`config.mk`:
```
export PLATFORM = sky130hd
export DESIGN_NAME = priority_bit_search_iter
export DESIGN_NICKNAME = d
export VERILOG_FILES = /design/src/rtl/priority_bit_search_iter.sv
export SDC_FILE = /design/constraint.sdc
export NUM_CORES = 1
export LEC_CHECK = 0
export BUFFER_PORTS_ARGS = -buffer_cell sky130_fd_sc_hd__buf_2
export CORE_ASPECT_RATIO = 0.7
export CORE_MARGIN = 8
export CORE_UTILIZATION = 55
export DETAILED_ROUTE_END_ITERATION = 7
export PLACE_DENSITY_LB_ADDON = 0.1
export SKIP_CTS_REPAIR_TIMING = 1
export SYNTH_ARGS = -nofsm -noshare
export SYNTH_HDL_FRONTEND = slang
export SYNTH_SLANG_ARGS = --single-unit
```
`constraint.sdc`:
```
create_clock -name clk -period 4.1 [get_ports clk]
set_input_delay 0.82 -clock clk [delete_from_list [all_inputs] [get_ports clk]]
set_output_delay 0.82 -clock clk [all_outputs]
set_load 0.01 [all_outputs]
```
`src/rtl/priority_bit_search_iter.sv`:
```
// Iterative highest/lowest set-bit search: one index bit resolved per clock by
// halving a left-aligned window. LSB searches run as MSB searches on the reversed word.
module priority_bit_search_iter #(
  parameter  int INPUT_WIDTH = 16,
  localparam int IDX_WIDTH   = $clog2(INPUT_WIDTH)
) (
  input  logic                   clk,
  input  logic                   rst,
  input  logic                   in_valid,
  output logic                   in_ready,
  input  logic [INPUT_WIDTH-1:0] in_data,
  input  logic                   in_mode,
  output logic                   out_valid,
  input  logic                   out_ready,
  output logic [IDX_WIDTH-1:0]   out_idx,
  output logic                   out_found
);

  if (INPUT_WIDTH < 2 || (INPUT_WIDTH & (INPUT_WIDTH - 1)) != 0) begin : g_bad_width
    $error("priority_bit_search_iter: INPUT_WIDTH must be a power of 2 and >= 2");
  end

  typedef enum logic [1:0] {S_IDLE, S_SEARCH, S_DONE} state_t;

  localparam logic [IDX_WIDTH-1:0] MAX_IDX  = IDX_WIDTH'(INPUT_WIDTH - 1);
  localparam logic [IDX_WIDTH-1:0] LAST_STEP = IDX_WIDTH'(IDX_WIDTH - 1);

  state_t                 r_state, w_state_next;
  logic [INPUT_WIDTH-1:0] r_win, w_win_next;
  logic [IDX_WIDTH-1:0]   r_idx, w_idx_next;
  logic [IDX_WIDTH-1:0]   r_step, w_step_next;
  logic                   r_mode, w_mode_next;
  logic [IDX_WIDTH-1:0]   r_out_idx, w_out_idx_next;
  logic                   r_out_found, w_out_found_next;

  logic [INPUT_WIDTH-1:0] w_rev;
  logic [IDX_WIDTH:0]     w_half;
  logic [INPUT_WIDTH-1:0] w_mask;
  logic                   w_hit;
  logic [IDX_WIDTH-1:0]   w_idx_shift;

  genvar gi;
  for (gi = 0; gi < INPUT_WIDTH; gi++) begin : g_rev
    assign w_rev[gi] = in_data[INPUT_WIDTH-1-gi];
  end

  // Window stays left-aligned: the upper half is always the top h bits, and
  // choosing the lower half is a left shift by h.
  assign w_half      = (IDX_WIDTH+1)'(INPUT_WIDTH >> (r_step + 1'b1));
  assign w_mask      = ~({INPUT_WIDTH{1'b1}} >> w_half);
  assign w_hit       = |(r_win & w_mask);
  assign w_idx_shift = (r_idx << 1) | IDX_WIDTH'(w_hit);

  always_ff @(posedge clk) begin
    if (rst) begin
      r_state     <= S_IDLE;
      r_win       <= '0;
      r_idx       <= '0;
      r_step      <= '0;
      r_mode      <= 1'b0;
      r_out_idx   <= '0;
      r_out_found <= 1'b0;
    end else begin
      r_state     <= w_state_next;
      r_win       <= w_win_next;
      r_idx       <= w_idx_next;
      r_step      <= w_step_next;
      r_mode      <= w_mode_next;
      r_out_idx   <= w_out_idx_next;
      r_out_found <= w_out_found_next;
    end
  end

  always_comb begin
    w_state_next     = r_state;
    w_win_next       = r_win;
    w_idx_next       = r_idx;
    w_step_next      = r_step;
    w_mode_next      = r_mode;
    w_out_idx_next   = r_out_idx;
    w_out_found_next = r_out_found;
    case (r_state)
      S_IDLE: begin
        if (in_valid) begin
          w_mode_next = in_mode;
          w_win_next  = in_mode ? w_rev : in_data;
          w_idx_next  = '0;
          w_step_next = '0;
          if (in_data == '0) begin
            w_state_next     = S_DONE;
            w_out_found_next = 1'b0;
            w_out_idx_next   = '0;
          end else begin
            w_state_next = S_SEARCH;
          end
        end
      end
      S_SEARCH: begin
        w_win_next  = w_hit ? r_win : (r_win << w_half);
        w_idx_next  = w_idx_shift;
        w_step_next = r_step + 1'b1;
        if (r_step == LAST_STEP) begin
          w_state_next     = S_DONE;
          w_out_found_next = 1'b1;
          w_out_idx_next   = r_mode ? (MAX_IDX - w_idx_shift) : w_idx_shift;
        end
      end
      S_DONE: begin
        if (out_ready) begin
          w_state_next = S_IDLE;
        end
      end
      default: w_state_next = S_IDLE;
    endcase
  end

  assign in_ready  = (r_state == S_IDLE);
  assign out_valid = (r_state == S_DONE);
  assign out_idx   = r_out_idx;
  assign out_found = r_out_found;

endmodule

```
Yosys cells after proc, flatten, opt, wreduce, memory -nomap -nowiden
Index checks and enable logic that the tools add are counted.
{"block": "word_totals", "ramBits": 0, "latch_bits": 0, "reg_bits": 31, "in_bits": 21, "out_inout_bits": 7, "n_memories": 0, "romBits": 0, "wordCells": 53}
{"block": "classes", "n_bitwise": 3, "order_cmp": 0, "eq_ne": 8, "multipliers": 0, "n_div": 0, "muxes": 21, "reduce_logical": 9, "shifts": 3, "addsub": 2}
{"operator": "16-bit 2-to-1 mux", "n": 3}
{"operator": "16-bit one-hot mux with 2 select lines", "n": 1}
{"operator": "4-bit 2-to-1 mux", "n": 5}
{"operator": "16-bit AND", "n": 1}
{"operator": "16-bit logical NOT", "n": 1}
{"operator": "16-bit inverter", "n": 1}
{"operator": "4-bit one-hot mux with 2 select lines", "n": 2}
{"operator": "16-bit OR reduction", "n": 1}
{"operator": "16-bit by 5-bit left shift with 16-bit output", "n": 1}
{"operator": "16-bit by 5-bit >> shifter with 16-bit output (first input constant)", "n": 1}
{"operator": "2-bit 2-to-1 mux", "n": 4}
{"operator": "2-bit inequality test (second input constant)", "n": 3}
{"operator": "2-bit one-hot mux with 3 select lines", "n": 1}
{"operator": "3-bit one-hot mux with 2 select lines", "n": 1}
{"operator": "3-bit AND reduction", "n": 2}
{"operator": "5-bit by 4-bit >> shifter with 5-bit output (first input constant)", "n": 1}
{"operator": "4-bit by 1-bit adder with 4-bit output (second input constant)", "n": 1}
{"operator": "4-bit by 2-bit == test with 1-bit output (second input constant)", "n": 1}
{"operator": "2-bit by 1-bit inequality test with 1-bit output (second input constant)", "n": 2}
{"operator": "4-bit by 1-bit OR with 4-bit output", "n": 1}
{"operator": "2-bit AND reduction", "n": 2}
{"operator": "4-bit AND reduction", "n": 1}
{"operator": "4-bit subtractor (first input constant)", "n": 1}
{"operator": "1-bit 2-to-1 mux", "n": 3}
{"operator": "5 further kinds", "n": 5}

Depth between registers and ports, before layout
Gate-level depths: netlist (run 1).
{"block": "depth", "ltp_word": 11, "ltp_mapped": 12, "ltp_nobuf": 9}

Worst setup path after synthesis (run 1)
No wires, ideal clock.
{"block": "synth_path", "kind": "register to register", "startpoint": "register r_step[0]", "endpoint": "register r_win[3]", "t_arrival_ns": 2.651, "synth_period_minus_slack_ns": 2.785, "setup_slack_ns": 1.315, "n_path_buf": 3, "stages_incl_launch_ff": 13, "path_cell_list": "dfxtp_1 > inv_1 > ha_1 > or2_1 > buf_2 > a21o_1 > a2111oi_4 > a211oi_2 > o41ai_4 > and2_0 > buf_4 > buf_6 > a211oi_1"}
{"block": "synth_between", "elab_chain_len": 8}
{"item": "start, declared", "line_no": "31", "rtl": "logic [IDX_WIDTH-1:0] r_step, w_step_next;"}
{"item": "start signal, assigned", "line_no": "67", "rtl": "r_step <= w_step_next;"}
{"item": "4-bit by 1-bit adder with 4-bit output (*)", "line_no": "49", "rtl": "assign w_half = (IDX_WIDTH+1)'(INPUT_WIDTH >> (r_step + 1'b1));"}
{"item": "5-bit by 4-bit >> shifter with 5-bit output (*)", "line_no": "49"}
{"item": "16-bit by 5-bit >> shifter with 16-bit output", "line_no": "50", "rtl": "assign w_mask = ~({INPUT_WIDTH{1'b1}} >> w_half);"}
{"item": "16-bit inverter", "line_no": "50"}
{"item": "16-bit AND", "line_no": "51", "rtl": "assign w_hit = |(r_win & w_mask);"}
{"item": "16-bit OR reduction", "line_no": "51"}
{"item": "2-bit inequality test (no source line)"}
{"item": "3-bit AND reduction (no source line)"}
{"item": "end signal, assigned", "line_no": "65", "rtl": "r_win <= w_win_next;"}
{"item": "end, declared", "line_no": "29", "rtl": "logic [INPUT_WIDTH-1:0] r_win, w_win_next;"}
Every way passes the cells marked *; elsewhere a longest branch is shown, timed or not. The select of a mux whose other input is x is not followed.
A chain may end at the register's enable or synchronous reset.

Final worst setup path (run 1)
{"block": "layout_path", "startpoint": "register r_step[0]", "endpoint": "register r_win[0]"}
The elaborated chain is that of the path after synthesis.

==> flow_metrics.env, run 1 <==
export IMPL_via_count=3127
export IMPL_flow_area_growth_from_synthesis_pct=7.857
export IMPL_dieArea_sq_um=7566
export IMPL_relSlewSlack=0.4324
export IMPL_core_area_sq_um=4808
export IMPL_synth_area_leader_cell="dfxtp_1"
export IMPL_fin_nets=417
export IMPL_grt_pass1_vias=2762
export IMPL_die_w_microns=100.6
export IMPL_cts_buffers=5
export IMPL_yosys_top_cells_area="dfxtp_1 23%, a21oi_1 8.7%, mux2i_1 8.4%"
export IMPL_grt_pass1_wl_microns=14720
export IMPL_vias_per_cell=6.783
export IMPL_ys_warn_count=0
export IMPL_powerDensity_nw_per_um2=387.0
export IMPL_maxSlewViolCount=0
export IMPL_die_y_microns=75.22
export IMPL_wl_per_cell_microns=20.82
export IMPL_dp_hpwl_microns=7304
export IMPL_fin_crit_ns=3.589
export IMPL_r2r_slack_ns=0.51
export IMPL_period_share=0.8754
export IMPL_rr_worst_depth=9
export IMPL_wl_microns=9599
export IMPL_cts_sinks=31
export IMPL_fin_tns_setup_ns=0
export IMPL_synth_seq_area_share=0.2252
export IMPL_worstHoldStart="out_found"
export IMPL_async_flop_share=0
export IMPL_firstDrtPassIters=6
export IMPL_hold_viol_final=0
export IMPL_hold_path_end="out_found"
export IMPL_r2r_start="r_step[0]"
export IMPL_clock_path_buffers=2
export IMPL_clk_pin_slew_ns=0.07
export IMPL_clock_fmax_ghz=0.2786
export IMPL_syn_inst=381
export IMPL_cp_max_fo=15
export IMPL_finalPower_mw=1.150
export IMPL_clk_latency_ns=0.28
export IMPL_grt_max_degree=24
export IMPL_diodes=0
export IMPL_arrival_ns=3.82
export IMPL_synth_edf_count=0
export IMPL_drt_iter0_drc=406
export IMPL_nFillCells=460
export IMPL_finalSetupViolations=0
export IMPL_critical_path_class="reg2reg"
export IMPL_status="completed"
export IMPL_routabilityCongestion=1.027
export IMPL_synth_distinct_cells=57
export IMPL_groute_usage_overall=0.2499
export IMPL_synth_area_sq_um=2755
export IMPL_synth_seq_cells=31
export IMPL_start_util=0.5730
export IMPL_drv_cap=0
export IMPL_ant_nets=0
export IMPL_drive_above_1_share=0.1301
export IMPL_rows=21
export IMPL_startpoint_type="flop"
export IMPL_overflow=0
export IMPL_synth_nets=407
export IMPL_drc_errors=0
export IMPL_ctsHtreeMaxLevel=2
export IMPL_endpoint_kind="flop"
export IMPL_total_leakage_power_nw=1.184
export IMPL_antenna_found_initial=0
export IMPL_synth_ff_type="dfxtp_1"
export IMPL_pin_count=28
export IMPL_yosys_area_top_type_share=0.2252
export IMPL_min_path_type="reg2reg"
export IMPL_cts_tree="built"
export IMPL_regToRegEndpoint="r_win[0]"
export IMPL_hold_path_depth=2
export IMPL_ir_drop_mv=0.2261
export IMPL_rsz0062_at_grt="false"
export IMPL_timing_critical_path_required_ns=4.33
export IMPL_worst_pin_slew_ns=0.8444
export IMPL_syn_area_per_cell_sq_um=7.231
export IMPL_io_buffers=27
export IMPL_cts_root_buf="clkbuf_8"
export IMPL_skew_ns=0.004558
==> cell families after synthesis <==
| family | Yosys count | synth area share |
|---|---|---|
| compound gates | 149 | 0.3706 |
| xor+xnor | 6 | 0.01908 |
| buf+inv | 36 | 0.05586 |
| simple gates | 128 | 0.2112 |
| fa+ha+maj | 6 | 0.02634 |
| mux | 25 | 0.09173 |
| flops | 31 | 0.2253 |
==> cell type report <==
type	count	area, sq um	area share
well taps	69	86.33	0.02905
clock inverters	2	12.51	0.004211
inverters	7	26.28	0.008842
clock buffers	6	72.57	0.02442
flip-flops and latches	31	620.6	0.2088
multi-input cells	314	1981	0.6665
repair buffers	32	172.7	0.05811
==> Yosys cell counts, drive strengths merged (2+ instances only) <==
cell type  instances
o31ai             10
nor3               7
o21ai             25
and2               5
a211oi            11
inv                7
dfxtp             31
a311oi             6
a21oi             49
xnor2              3
a221oi             4
a2111oi            5
o32ai              4
buf                8
nand2b             3
nand2             30
nand3             10
a21o               5
nor2              53
clkbuf            21
mux2               2
or2                3
ha                 5
and3               2
a22oi              7
nor2b              4
xor2               3
o22ai              6
or3                2
mux2i             23
nor4               6
a31oi              6
==> placed cells by master (no fill, tap or decap), drive strengths merged, types with 5 or more instances in the layout <==
cell type,instances
a21o,5
nand2,30
nand3,10
a311oi,6
a21oi,49
buf,32
dfxtp,31
a22oi,7
nor3,7
mux2i,23
inv,7
nor2,53
a2111oi,5
a211oi,11
a31oi,6
o22ai,6
and2,5
clkbuf,6
o31ai,10
o21ai,25
nor4,6
ha,5
==> through the flow <==
step           instances  worst slack (ns)  area, sq um  hold WS [ns]    util
2_1_floorplan        381             1.315         2755        0.4851       -
4_1_cts              461            0.5503         2972        0.4978  0.6180
5_1_grt              461            0.2260         2972        0.5335  0.6180
3_3_place_gp         453            0.7595         2887        0.4663  0.6003
3_5_place_dp         453            0.5703         2887        0.4811  0.6003
6_report             461            0.5109         2972        0.5042  0.6180
==> state kept, by name, indices dropped and copies added, names as in the netlist <==
name and count:
r_win 16, out_idx 4, r_step 4, r_idx 3, r_state 2, out_found 1
r_mode 1
==> routing by layer <==
layer,share of wire,GRT usage,vias up
met1,0.43,0.3445,1438
met2,0.42,0.3636,207
li1,-,-,1455
met3,0.12,0.07849,27
met4,0.017,0.06333,0
met5,0,0,-
==> worst max-delay path, stage by stage, from the launching register on <==
cell       delay [ns]
dfxtp_1          0.42
inv_1            0.12
ha_1             0.37
or2_1            0.37
a21o_1           0.24
a2111oi_4        0.37
a211oi_2         0.18
o41ai_4          0.44
and2_0           0.73
o221a_2          0.30
==> worst max path at each step <==
stage | from | endpoint | slack [ns]
floorplan | r_step[0] | r_win[3] | 1.32
global placement | r_step[0] | r_win[0] | 0.76
detailed placement | r_step[0] | r_win[12] | 0.57
CTS | r_step[0] | r_win[0] | 0.55
global route | r_step[0] | r_win[12] | 0.23
finish | r_step[0] | r_win[0] | 0.51
==> power by group <==
part / internal, mW / total (mW) / switching, mW
Clock: 0.119 / 0.236 / 0.118
Sequential: 0.344 / 0.438 / 0.0937
Combinational: 0.170 / 0.476 / 0.306
Total: 0.632 / 1.15 / 0.518
Note: power is estimated with default switching activity, not from simulation.
==> run 2, diff against run 1 <==
--- a/config.mk
+++ b/config.mk
@@ -10,7 +10,9 @@
 export CORE_MARGIN = 8
 export CORE_UTILIZATION = 55
 export DETAILED_ROUTE_END_ITERATION = 7
+export GPL_ROUTABILITY_DRIVEN = 0
 export PLACE_DENSITY_LB_ADDON = 0.1
+export RECOVER_POWER = 50
 export SKIP_CTS_REPAIR_TIMING = 1
 export SYNTH_ARGS = -nofsm -noshare
 export SYNTH_HDL_FRONTEND = slang
==> run 2 against run 1 <==
Compared with the run above:
- sequential power decreased by 0.9%
- largest cell class unchanged
- maximum frequency shrank 0.70%
- clock-buffer cell count fell by 1
- global-route usage decreased by 0.76 points
- largest power group unchanged
- worst setup slack got worse by 0.025 ns
- highest routed layer unchanged
==> flow_metrics.env, run 2 (same netlist as run 1, synthesis figures left out) <==
export IMPL_status="completed"
export IMPL_grt_pass1_vias=2712
export IMPL_drive_above_1_share=0.1049
export IMPL_diodes=0
export IMPL_drv_cap=0
export IMPL_cp_depth=9
export IMPL_endpoint_kind="flop"
export IMPL_slowest_delay_ns=0.75
export IMPL_wl_microns=9174
export IMPL_largest_register_ffs=16
export IMPL_cp_max_fo=15
export IMPL_clock_path_buffers=2
export IMPL_cpLargestDelayFamily="compound AO/OA/AOI/OAI gates"
export IMPL_cp_slowest_cell="and2_0"
export IMPL_total_leakage_power_nw=1.159
export IMPL_ir_drop_mv=0.2665
export IMPL_core_area_sq_um=4808
export IMPL_dp_hpwl_microns=6877
export IMPL_arrival_ns=3.85
export IMPL_cp_cell_sequence="inv_1 -> ha_1 -> or2_1 -> a21o_1 -> a2111oi_4 -> a211oi_2 -> o41ai_4 -> and2_0 -> o221a_2"
export IMPL_overflow=0
export IMPL_p_sw_frac=0.4301
export IMPL_firstDrtPassIters=5
export IMPL_startpoint_type="flop"
export IMPL_nFillCells=440
export IMPL_ant_nets=0
export IMPL_worst_pin_slew_ns=1.137
export IMPL_die_w_microns=100.6
export IMPL_flow_area_growth_from_synthesis_pct=8.038
export IMPL_min_path_type="reg2reg"
export IMPL_cts_buffers=5
export IMPL_fin_nets=416
export IMPL_regArea_sq_um=620.6
export IMPL_combPwrFrac=0.387
export IMPL_io_buffers=27
export IMPL_pin_count=28
export IMPL_hold_path_depth=2
export IMPL_worst_slack_ns=0.4857
export IMPL_clock_fmax_ghz=0.2767
export IMPL_finalSetupViolations=0
export IMPL_cts_tree="built"
export IMPL_maxSlewViolCount=0
export IMPL_critical_path_class="reg2reg"
export IMPL_fin_tns_setup_ns=0
export IMPL_timing_critical_path_buf_inv=1
export IMPL_period_share=0.8815
export IMPL_multi_input_area_sq_um=1981
export IMPL_start_util=0.5730
export IMPL_dieArea_sq_um=7566
export IMPL_relSlewSlack=0.2338
export IMPL_wl_per_cell_microns=19.94
export IMPL_fin_crit_ns=3.614
export IMPL_hold_viol_final=0
export IMPL_utilization=0.6190
export IMPL_skew_ns=0.003234
export IMPL_drt_iter0_drc=365
export IMPL_via_count=3143
export IMPL_rows=21
export IMPL_vias_per_cell=6.833
export IMPL_die_y_microns=75.22
export IMPL_timing_critical_path_required_ns=4.34
export IMPL_grt_max_degree=24
export IMPL_layout_commonest_cell="nor2_1"
export IMPL_antenna_found_initial=0
export IMPL_rr_worst_depth=9
export IMPL_regMostFlops="r_win"
export IMPL_pwr_share_clk=0.256
export IMPL_dpl_instance_area_sq_um=2879
export IMPL_rsz0062_at_grt="false"
export IMPL_ctsHtreeMaxLevel=2
export IMPL_p_int_uw=691.8
export IMPL_powerDensity_nw_per_um2=407.8
export IMPL_clk_latency_ns=0.29
export IMPL_final_cell_area_sq_um=2977
export IMPL_p_seq_frac=0.357
export IMPL_clk_pin_slew_ns=0.07
export IMPL_cts_root_buf="clkbuf_8"
export IMPL_final_cell_mix="53 x nor2_1, 48 x a21oi_1, 31 x dfxtp_1"
export IMPL_drc_errors=0
export IMPL_groute_usage_overall=0.2422
export IMPL_dp_slack_ns=0.5909
export IMPL_grt_pass1_wl_microns=14280
export IMPL_power_switching_uw=522.1
export IMPL_cts_sinks=31
==> run 2: cell types whose count changed in the layout (fill, tap and decap cells not counted) <==
| cell | before | now |
|---|---|---|
| buf_2 | 27 | 18 |
| clkbuf_1 | 1 | 10 |
| buf_4 | 5 | 3 |
| bufinv_16 | 0 | 1 |
| clkinv_4 | 0 | 1 |
| clkinvlp_4 | 1 | 0 |
| o21ai_0 | 22 | 23 |
| o21ai_1 | 2 | 1 |
==> run 2: routing by layer <==
metal | GRT usage | share of wire
met3 | 0.08495 | 0.13
met2 | 0.3343 | 0.40
met5 | 0 | 0
met4 | 0.08000 | 0.039
met1 | 0.3362 | 0.43
==> run 2: final timing paths <==
check        slack [ns]  startpoint   endpoint
max                0.49   r_step[0]   r_win[0]
min                0.50   out_found  out_found
max reg2reg        0.49   r_step[0]   r_win[0]
min reg2reg        0.50   out_found  out_found
==> run 2: power by group through the flow <==
stage          registers [mW]  logic, mW  clock network [mW]
4_1_cts                 0.426      0.455               0.312
2_1_floorplan           0.388      0.367                   0
3_5_place_dp            0.432      0.450                   0
6_report                0.434      0.470               0.310
3_3_place_gp            0.433      0.449                   0
5_1_grt                 0.435      0.506               0.329
==> run 2: worst register-to-register path, stage by stage, from the launching register on <==
cell and delay, ns:
dfxtp_1 0.45, inv_1 0.13, ha_1 0.38, or2_1 0.37, a21o_1 0.23, a2111oi_4 0.35, a211oi_2 0.17, o41ai_4 0.43
and2_0 0.75, o221a_2 0.30
==> run 2: per-stage QoR <==
stage | instances | power, mW | hold WS [ns]
2_1_floorplan | 381 | 0.7548 | 0.4851
3_3_place_gp | 452 | 0.8823 | 0.4660
3_5_place_dp | 452 | 0.8820 | 0.4740
4_1_cts | 460 | 1.193 | 0.4912
5_1_grt | 460 | 1.271 | 0.5577
6_report | 460 | 1.214 | 0.4957
==> run 2: area by class of cell <==
type,instances,area share
clock inverters,3,0.01471
well taps,69,0.02900
clock buffers,5,0.02312
multi-input cells,314,0.6654
flip-flops and latches,31,0.2085
repair buffers,31,0.05044
inverters,7,0.008827
==> run 3, diff against run 2 <==
--- a/config.mk
+++ b/config.mk
@@ -5,10 +5,11 @@
 export SDC_FILE = /design/constraint.sdc
 export NUM_CORES = 1
 export LEC_CHECK = 0
+export ABC_AREA = 1
 export BUFFER_PORTS_ARGS = -buffer_cell sky130_fd_sc_hd__buf_2
 export CORE_ASPECT_RATIO = 0.7
 export CORE_MARGIN = 8
-export CORE_UTILIZATION = 55
+export CORE_UTILIZATION = 40
 export DETAILED_ROUTE_END_ITERATION = 7
 export GPL_ROUTABILITY_DRIVEN = 0
 export PLACE_DENSITY_LB_ADDON = 0.1
==> constraint.sdc (replaced) <==
create_clock -name clk -period 4.1 [get_ports clk]
set_input_delay 0.41 -clock clk [delete_from_list [all_inputs] [get_ports clk]]
set_output_delay 0.41 -clock clk [all_outputs]
set_load 0.01 [all_outputs]
==> run 3 against run 2 <==
Compared with the run above:
- sequential share of layout area up 1.3 points
- sequential power up 15%
- worst setup slack better by 0.76 ns
- cell count up 16%
- flip-flop and latch count unchanged
- clock-buffer cell count up 1
- die area up 22%
- via count down 9.1%
- clock skew up 0.0023 ns
- critical path type unchanged
- critical endpoint is now r_win[13]
- largest power group unchanged
==> flow_metrics.env, run 3 <==
export IMPL_p_seq_frac=0.311
export IMPL_ys_warn_count=0
export IMPL_crit_path_end="r_win[13]"
export IMPL_arrival_ns=3.03
export IMPL_async_flop_share=0
export IMPL_drt_iter0_drc=261
export IMPL_hold_viol_final=0
export IMPL_largest_register_ffs=16
export IMPL_synth_ff_type="dfxtp_1"
export IMPL_finalSetupViolations=0
export IMPL_via_count=2858
export IMPL_flow_area_growth_from_synthesis_pct=9.549
export IMPL_die_w_microns=111.5
export IMPL_drc_errors=0
export IMPL_synth_top_cells_by_count="124 x nand2_1, 54 x nor2_1, 44 x nand3_1, 36 x inv_1, 35 x a21oi_1"
export IMPL_synth_area_leader_cell="dfxtp_1"
export IMPL_start_util=0.4110
export IMPL_p_sw_frac=0.5048
export IMPL_synth_distinct_cells=33
export IMPL_nFillCells=687
export IMPL_clock_path_buffers=2
export IMPL_dp_slack_ns=1.303
export IMPL_regToRegEndpoint="r_win[13]"
export IMPL_clock_fmax_ghz=0.3498
export IMPL_ir_drop_mv=0.3325
export IMPL_cts_buffers=5
export IMPL_synth_edf_count=0
export IMPL_firstDrtPassIters=4
export IMPL_core_area_sq_um=6216
export IMPL_wl_per_cell_microns=14.91
export IMPL_clk_pin_slew_ns=0.06
export IMPL_power_switching_uw=805.6
export IMPL_hold_ws_ns=0.3851
export IMPL_yosysMostFrequentCell="nand2_1"
export IMPL_drv_cap=0
export IMPL_syn_inst=434
export IMPL_regArea_sq_um=620.6
export IMPL_ctsHtreeMaxLevel=2
export IMPL_diodes=0
export IMPL_wl_microns=7960
export IMPL_r2r_start="r_step[0]"
export IMPL_yosys_top_cells_area="dfxtp_1 24%, nand2_1 18%, nand3_1 8.6%"
export IMPL_dp_hpwl_microns=6264
export IMPL_final_cell_area_sq_um=2799
export IMPL_pwr_share_clk=0.150
export IMPL_skew_ns=0.005487
export IMPL_relSlewSlack=0.3330
export IMPL_cp_max_fo=25
export IMPL_layout_commonest_cell="nand2_1"
export IMPL_rr_worst_depth=14
export IMPL_dp_cells=527
export IMPL_maxSlewViolCount=0
export IMPL_die_y_microns=82.87
export IMPL_pin_count=28
export IMPL_rows=24
export IMPL_synth_seq_cells=31
export IMPL_vias_per_cell=5.352
export IMPL_ant_nets=0
export IMPL_synth_area_sq_um=2555
export IMPL_status="completed"
export IMPL_period_share=0.6973
export IMPL_grt_pass1_vias=2505
export IMPL_r2r_slack_ns=1.24
export IMPL_crit_start="r_step[0]"
export IMPL_drive_above_1_share=0.1140
export IMPL_dpl_instance_area_sq_um=2724
export IMPL_powerDensity_nw_per_um2=570.1
export IMPL_regMostFlops="r_win"
export IMPL_fin_nets=482
export IMPL_overflow=0
export IMPL_critical_path_class="reg2reg"
export IMPL_clk_latency_ns=0.28
export IMPL_cts_root_buf="clkbuf_8"
export IMPL_io_buffers=27
export IMPL_rsz0062_at_grt="false"
export IMPL_worst_slack_ns=1.241
export IMPL_startpoint_type="flop"
export IMPL_final_cell_mix="124 x nand2_1, 54 x nor2_1, 44 x nand3_1"
export IMPL_fin_crit_ns=2.859
export IMPL_cts_tree="built"
export IMPL_worst_pin_slew_ns=1.000
export IMPL_multi_input_area_sq_um=1694
export IMPL_timing_critical_path_required_ns=4.27
export IMPL_groute_usage_overall=0.1699
export IMPL_yosys_area_top_type_share=0.2429
export IMPL_final_cells=534
export IMPL_synth_nets=460
export IMPL_antenna_found_initial=0
export IMPL_endpoint_kind="flop"
export IMPL_synth_seq_area_share=0.2429
export IMPL_syn_area_per_cell_sq_um=5.887
export IMPL_cts_sinks=31
export IMPL_combPwrFrac=0.539
export IMPL_min_path_type="in2reg"
export IMPL_fin_tns_setup_ns=0
export IMPL_dieArea_sq_um=9242
export IMPL_grt_max_degree=26
export IMPL_p_int_uw=790.1
export IMPL_grt_pass1_wl_microns=12920
export IMPL_total_leakage_power_nw=1.247
-- run 3: changes by cell type in the layout (fill, tap and decap cells not counted), moves of 6 or more --
| cell | change |
|---|---|
| nand2_1 | +94 |
| nand3_1 | +34 |
| inv_1 | +29 |
| mux2i_1 | -23 |
| a21oi_1 | -13 |
| o21ai_1 | +12 |
| a211oi_1 | -10 |
| o31ai_1 | -10 |
| a22oi_1 | -7 |
| a311oi_1 | -6 |
| nand2_4 | +6 |
| nor3_1 | -6 |
-- run 3: worst min path at each step --
| stage | start | end | slack, ns | cells past startpoint |
|---|---|---|---|---|
| floorplan | r_win[15] | r_win[15] | 0.45 | 2 |
| global placement | out_idx[1] | out_idx[1] | 0.45 | 2 |
| detailed placement | out_idx[2] | out_idx[2] | 0.45 | 2 |
| CTS | out_ready | r_state[1] | 0.38 | 4 |
| global route | out_ready | r_state[1] | 0.41 | 4 |
| finish | out_ready | r_state[1] | 0.39 | 4 |
-- run 3: cell families after synthesis --
| logic type | Yosys count | synth area share |
|---|---|---|
| flops | 31 | 0.2429 |
| buf+inv | 56 | 0.09403 |
| simple gates | 251 | 0.4432 |
| xor+xnor | 3 | 0.01029 |
| fa+ha+maj | 5 | 0.02449 |
| compound gates | 88 | 0.1851 |
-- run 3: layer usage --
layer | up-vias | global-route usage | wire length (microns) | part of all wire
li1 | 1467 | - | - | -
met1 | 1271 | 0.2638 | 4022 | 0.51
met4 | 0 | 0.01731 | 15 | 0.0019
met2 | 117 | 0.2375 | 3142 | 0.39
met3 | 3 | 0.03107 | 781 | 0.098
met5 | - | 0 | 0 | 0
-- run 3: power groups by stage --
| stage | logic [mW] | clock network (mW) | registers, mW |
|---|---|---|---|
| 2_1_floorplan | 0.681 | 0 | 0.443 |
| 3_3_place_gp | 0.851 | 0 | 0.495 |
| 3_5_place_dp | 0.847 | 0 | 0.494 |
| 4_1_cts | 0.850 | 0.246 | 0.488 |
| 5_1_grt | 0.976 | 0.257 | 0.504 |
| 6_report | 0.860 | 0.239 | 0.497 |
-- run 3: per-stage QoR --
step | total power [mW] | util
2_1_floorplan | 1.124 | -
3_3_place_gp | 1.347 | 0.4382
3_5_place_dp | 1.341 | 0.4382
4_1_cts | 1.584 | 0.4523
5_1_grt | 1.737 | 0.4503
6_report | 1.596 | 0.4503
-- run 3: critical path: stages, from the launching register on --
cell	delay, ns
dfxtp_1	0.53
ha_1	0.24
inv_1	0.06
nand2_2	0.09
a21oi_1	0.09
nand2_1	0.46
nand3_1	0.19
o21ai_1	0.19
nand3_2	0.10
nor2_4	0.12
nand3_2	0.09
nand2_4	0.26
inv_2	0.13
nor2_1	0.13
nor2_1	0.06
-- run 3: area by class of cell --
class / count / share of cell area
multi-input combinational: 347 / 0.6053
sequential: 31 / 0.2217
inverter: 41 / 0.05498
timing repair buffer: 30 / 0.05186
tap: 78 / 0.03487
clock buffer: 6 / 0.02950
clock inverter: 1 / 0.001788
